==> src/rtl/triangle_cull_pkg.sv <==
// Shared types and clip-space bounds for the triangle cull stage.
// The `XMIN..`ZMAX macros are the single source of the bounds for RTL and benches alike.
`ifndef CLIP_DEFINES_SV
`define CLIP_DEFINES_SV
`define XMIN (-16'sd2048)
`define XMAX (16'sd2047)
`define YMIN (-16'sd1536)
`define YMAX (16'sd1535)
`define ZMIN (16'sd0)
`define ZMAX (16'sd8191)
`endif

package triangle_cull_pkg;

   typedef struct packed {
      shortint x;
      shortint y;
      shortint z;
   } Point3D;

   typedef struct packed {
      Point3D p;
      Point3D q;
      Point3D r;
   } Triangle3D;

   typedef enum logic [1:0] {IDLE, CHECK, SEND} cull_state_t;

   // Index 0/1/2 = x/y/z, matching the axis order inside Point3D.
   localparam logic signed [15:0] AXIS_MIN [3] = '{`XMIN, `YMIN, `ZMIN};
   localparam logic signed [15:0] AXIS_MAX [3] = '{`XMAX, `YMAX, `ZMAX};

endpackage

==> src/rtl/triangle_cull_vertex_bounds.sv <==
// Tests one vertex against the inclusive per-axis clip bounds (signed 16-bit compares).
// With TRI_CULL_CLAMP_EN it also returns the vertex clamped into those bounds.
module triangle_cull_vertex_bounds
   import triangle_cull_pkg::*;
(
   input  Point3D vtx_i,
`ifdef TRI_CULL_CLAMP_EN
   output Point3D clamped_o,
`endif
   output logic   oob_o
);

   logic signed [15:0] coord [3];
   logic [2:0]         axis_oob;

   assign coord[0] = vtx_i.x;
   assign coord[1] = vtx_i.y;
   assign coord[2] = vtx_i.z;

`ifdef TRI_CULL_CLAMP_EN
   logic signed [15:0] clamp_c [3];
`endif

   for (genvar gi = 0; gi < 3; gi++) begin : g_axis
      logic lo_hit;
      logic hi_hit;
      assign lo_hit       = coord[gi] < AXIS_MIN[gi];
      assign hi_hit       = coord[gi] > AXIS_MAX[gi];
      assign axis_oob[gi] = lo_hit | hi_hit;
`ifdef TRI_CULL_CLAMP_EN
      assign clamp_c[gi]  = lo_hit ? AXIS_MIN[gi] : (hi_hit ? AXIS_MAX[gi] : coord[gi]);
`endif
   end

`ifdef TRI_CULL_CLAMP_EN
   assign clamped_o = '{x: clamp_c[0], y: clamp_c[1], z: clamp_c[2]};
`endif

   assign oob_o = |axis_oob;

endmodule

==> src/rtl/triangle_cull.sv <==
// Triangle cull stage: checks one vertex per cycle against the clip bounds, then forwards or drops.
// Build option TRI_CULL_CLAMP_EN: clamp out-of-bounds coords and forward instead of dropping.
module triangle_cull
   import triangle_cull_pkg::*;
#(
   parameter int CNT_W = 16
)
(
   input  logic             clk,
   input  logic             rst,
   input  logic             in_valid,
   output logic             in_ready,
   input  Triangle3D        tri_in,
   output logic             out_valid,
   input  logic             out_ready,
   output Triangle3D        tri_out,
   output logic [CNT_W-1:0] cull_count,
`ifdef TRI_CULL_CLAMP_EN
   output logic             out_clamped,
`endif
   output logic             busy
);

   cull_state_t      state_q;
   Triangle3D        tri_q;
   logic [1:0]       vtx_q;
   logic             oob_q;
   logic             in_ready_q;
   logic             out_valid_q;
   logic [CNT_W-1:0] cnt_q;

   Point3D           cur_vtx;
   logic             vtx_oob;
   logic             oob_d;
   logic             last_vtx;
   logic [CNT_W-1:0] cnt_d;

`ifdef TRI_CULL_CLAMP_EN
   Point3D           clamped_vtx;
   logic             out_clamped_q;
`endif

   always_comb begin
      cur_vtx = tri_q.r;
      case (vtx_q)
         2'd0:    cur_vtx = tri_q.p;
         2'd1:    cur_vtx = tri_q.q;
         default: cur_vtx = tri_q.r;
      endcase
   end

   triangle_cull_vertex_bounds u_bounds (
      .vtx_i     (cur_vtx),
`ifdef TRI_CULL_CLAMP_EN
      .clamped_o (clamped_vtx),
`endif
      .oob_o     (vtx_oob)
   );

   assign oob_d    = oob_q | vtx_oob;
   assign last_vtx = (vtx_q == 2'd2);
   assign cnt_d    = (&cnt_q) ? cnt_q : cnt_q + CNT_W'(1);

   always_ff @(posedge clk or posedge rst) begin
      if (rst) begin
         state_q       <= IDLE;
         tri_q         <= '0;
         vtx_q         <= 2'd0;
         oob_q         <= 1'b0;
         in_ready_q    <= 1'b1;
         out_valid_q   <= 1'b0;
         cnt_q         <= '0;
`ifdef TRI_CULL_CLAMP_EN
         out_clamped_q <= 1'b0;
`endif
      end else begin
         case (state_q)
            IDLE: begin
               if (in_valid && in_ready_q) begin
                  tri_q      <= tri_in;
                  vtx_q      <= 2'd0;
                  oob_q      <= 1'b0;
                  in_ready_q <= 1'b0;
                  state_q    <= CHECK;
               end
            end
            CHECK: begin
               oob_q <= oob_d;
               vtx_q <= vtx_q + 2'd1;
`ifdef TRI_CULL_CLAMP_EN
               case (vtx_q)
                  2'd0:    tri_q.p <= clamped_vtx;
                  2'd1:    tri_q.q <= clamped_vtx;
                  default: tri_q.r <= clamped_vtx;
               endcase
               if (last_vtx) begin
                  out_clamped_q <= oob_d;
                  out_valid_q   <= 1'b1;
                  state_q       <= SEND;
                  if (oob_d) cnt_q <= cnt_d;
               end
`else
               if (last_vtx) begin
                  if (oob_d) begin
                     cnt_q      <= cnt_d;
                     in_ready_q <= 1'b1;
                     state_q    <= IDLE;
                  end else begin
                     out_valid_q <= 1'b1;
                     state_q     <= SEND;
                  end
               end
`endif
            end
            SEND: begin
               if (out_ready) begin
                  out_valid_q <= 1'b0;
                  in_ready_q  <= 1'b1;
                  state_q     <= IDLE;
               end
            end
            default: begin
               out_valid_q <= 1'b0;
               in_ready_q  <= 1'b1;
               state_q     <= IDLE;
            end
         endcase
      end
   end

   assign in_ready   = in_ready_q;
   assign out_valid  = out_valid_q;
   assign tri_out    = tri_q;
   assign cull_count = cnt_q;
   assign busy       = (state_q != IDLE);
`ifdef TRI_CULL_CLAMP_EN
   assign out_clamped = out_clamped_q;
`endif

endmodule

==> config.mk <==
export PLATFORM = sky130hd
export DESIGN_NAME = triangle_cull
export DESIGN_NICKNAME = d
export VERILOG_FILES = /design/src/rtl/triangle_cull_pkg.sv /design/src/rtl/triangle_cull_vertex_bounds.sv /design/src/rtl/triangle_cull.sv
export SDC_FILE = /design/constraint.sdc
export NUM_CORES = 1
export LEC_CHECK = 0
export CAP_MARGIN = 0
export CORE_MARGIN = 1.5
export CORE_UTILIZATION = 42
export DETAILED_ROUTE_END_ITERATION = 6
export GPL_ROUTABILITY_DRIVEN = 1
export HOLD_SLACK_MARGIN = 0.08
export PLACE_DENSITY = 0.91
export SYNTH_ARGS = -nofsm -noshare
export SYNTH_HDL_FRONTEND = slang
export SYNTH_SLANG_ARGS = --single-unit
==> constraint.sdc <==
create_clock -name clk -period 6.5 [get_ports clk]
set_input_delay 0.975 -clock clk [delete_from_list [all_inputs] [get_ports clk]]
set_output_delay 0.975 -clock clk [all_outputs]
set_load 0.05 [all_outputs]
==> flow_metrics.env <==
export IMPL_status="finished, final reports clean"
export IMPL_antenna_left=0
export IMPL_rsz0062_at_grt="false"
export IMPL_yosysTopAreaCell="dfrtp_1"
export IMPL_htree_levels=4
export IMPL_synthDistinctLibCells=39
export IMPL_clock_sinks=167
export IMPL_grt_pass1_wl_microns=28100
export IMPL_area_delta_synth_final_pct=56.1
export IMPL_regToRegStartpoint="vtx_q[0]"
export IMPL_synth_edff_count=0
export IMPL_grt_pass1_vias=5201
export IMPL_synth_area_leaders="dfrtp_1, mux2_2, xor2_1"
export IMPL_fp_coreArea_sq_um=15900
export IMPL_ir_drop_uv=338
export IMPL_period_share=0.521
export IMPL_final_max_slew_viol_count=0
export IMPL_min_from="cull_count[7]"
export IMPL_row_count=46
export IMPL_cts_buffer_depth=2
export IMPL_cts_root_buf="clkbuf_16"
export IMPL_synthTopCellsByCount="dfrtp_1, mux2_2, buf_2"
export IMPL_start_util=0.429
export IMPL_placement_io_buffers=310
export IMPL_routed_wl_microns=18600
export IMPL_synth_avg_cell_area_sq_um=14.6
export IMPL_dieWidth_microns=130
export IMPL_hp_class="register to register"
export IMPL_yosys_warnings=0
export IMPL_async_flop_share=1.00
export IMPL_gr_usage_all_layers=0.221
export IMPL_p_per_area_nw_per_um2=591
export IMPL_synth_seq_cells=167
export IMPL_cts_clk_slew_worst_paths_ns=0.06
export IMPL_cp_slowest_cell="nor2_2"
export IMPL_drt_pass1_iterations=4
export IMPL_max_stage_delay_ns=0.63
export IMPL_die_height_microns=130
export IMPL_tns_ns=0
export IMPL_slew_headroom=0.214
export IMPL_worstPathRequired_ns=6.80
export IMPL_numCtsBuffers=17
export IMPL_drc=0
export IMPL_dp_slack_ns=2.91
export IMPL_ys_flop_type="dfrtp_1"
export IMPL_synth_most_common_cell="dfrtp_1"
export IMPL_io_pins=311
export IMPL_holdWs_ns=0.493
export IMPL_hpwl_microns=13700
export IMPL_crit_start="vtx_q[0]"
export IMPL_drtIter0Drc=213
export IMPL_gp_congestion=0.753
export IMPL_crit_buf_inv=1
export IMPL_clk_latency_ns=0.42
export IMPL_diodes=0
export IMPL_num_nets_final=925
export IMPL_finClkSkew_ns=0.00992
export IMPL_cts_repair_resized=0
export IMPL_dieArea_sq_um=17000
export IMPL_mappedNetlistArea_sq_um=6810
export IMPL_finalNonFillerCells=1001
export IMPL_via_count=4984
export IMPL_cp_max_fo=18
export IMPL_grt_max_degree=101
export IMPL_postSynthCellCount=466
export IMPL_place_inst=970
export IMPL_end_kind="register"
export IMPL_fmax_mhz=296
export IMPL_drive_gt1_frac=0.242
export IMPL_cts_tree="done"
export IMPL_crit_path_cell_trace="inv_1 > ha_1 > nor2_2 > a21oi_1 > a211oi_1 > a2bb2oi_2 > nor3_4 > nor3_2 > mux2_4"
export IMPL_hold_viol_final=0
export IMPL_setup_violations=0
export IMPL_grt_remaining_overflow=0
export IMPL_finalInstanceArea_sq_um=10600
export IMPL_ys_seq_area_frac=0.614
export IMPL_tightest_slew_ns=1.18
export IMPL_leakagePower_nw=4.48
export IMPL_maxCapViolCount=0
export IMPL_start_kind="register"
export IMPL_crit_type="register to register"
export IMPL_synth_nets=618
export IMPL_arrival_ns=3.69
export IMPL_postCtsHoldBufs=0
export IMPL_cts_setup_buffers=0
export IMPL_vias_per_cell=4.98
export IMPL_period_needed_ns=3.38
export IMPL_antenna_found_initial=0
export IMPL_fin_ws_ns=3.12
export IMPL_critical_path_top_delay_family="simple AND/OR/NAND/NOR gates"
export IMPL_place_area_sq_um=10100
export IMPL_post_synth_top_area_fraction=0.610
export IMPL_wl_per_cell_microns=18.5
path summary, 6_finish.rpt:
kind | cells past startpoint | slack [ns] | to
setup / recovery | 9 | 3.12 | cull_count[1]
hold / removal | 1 | 0.49 | cull_count[7]
setup reg to reg | 9 | 3.12 | cull_count[1]
hold reg to reg | 1 | 0.49 | cull_count[7]
max in group asynchronous | 3 | 3.94 | tri_out[34]
min in group asynchronous | 2 | 1.08 | tri_out[115]
logic make-up after synthesis:
family,after synthesis,synth area share
flip-flops,167,0.614
AND/OR/NAND/NOR,59,0.0489
buffers and inverters,32,0.0244
multiplexers,147,0.243
XOR/XNOR,14,0.0180
adder cells (fa/ha/maj),4,0.00735
AO/OA/AOI/OAI,43,0.0443
sequential cells by signal (all words and copies together), names as in the netlist:
signal	count
out_valid	1
cull_count	16
state_q	2
vtx_q	2
oob_q	1
tri_out	144
in_ready	1
cell usage in the layout, fill, tap and decap left out, types with 2 or more instances in the layout:
cell type,count
clkbuf_8,3
nor3_2,2
a21oi_1,15
inv_6,4
nand2_1,13
dfrtp_1,166
and3_1,2
ha_1,4
inv_1,6
nand3_1,8
nor4_1,5
nor2_1,4
nor3_1,10
clkbuf_16,17
o22ai_1,2
nand4_1,5
a22o_1,12
and4_1,2
xor2_1,14
mux2_2,145
o21ai_0,4
clkdlybuf4s50_1,310
clkinvlp_4,3
clkbuf_1,2
buf_4,2
o31ai_1,4
clkinv_2,2
report_power, final:
| part | switching [W] | internal [W] | total, W | leakage, nW |
|---|---|---|---|---|
| clock network | 0.000411 | 0.000520 | 0.000931 | 0.259 |
| registers | 0.000301 | 0.00151 | 0.00181 | 2.05 |
| logic | 0.00225 | 0.00130 | 0.00355 | 2.17 |
through the flow:
stage,util,total power (W)
global route,0.669,0.00655
detailed placement,0.635,0.00539
global placement,0.635,0.00532
finish,0.669,0.00629
floorplan,-,0.00412
CTS,0.669,0.00635
worst reg2reg max path: cells and delay by family, from the launching register on:
kind	cells	cell delay, ns
buffers and inverters	1	0.07
AO/OA/AOI/OAI	3	0.73
multiplexers	1	0.33
flip-flops	1	0.38
adder cells (fa/ha/maj)	1	0.42
AND/OR/NAND/NOR	3	1.35
metal layers:
layer  track usage  vias up  wire (microns)
met2         0.384      189            9820
met4        0.0899        0             504
met3        0.0746       35            1370
met5             0        -               0
li1              -     2298               -
met1         0.250     2462            6870
layout make-up:
type	count	area [sq um]
multi-input combinational	267	2470
fill	1181	5250
timing repair buffer	313	3140
clock buffer	22	474
inverter	7	31.3
sequential	167	4180
clock inverter	9	67.6
tap	216	270
Note: power is estimated with default switching activity, not from simulation.
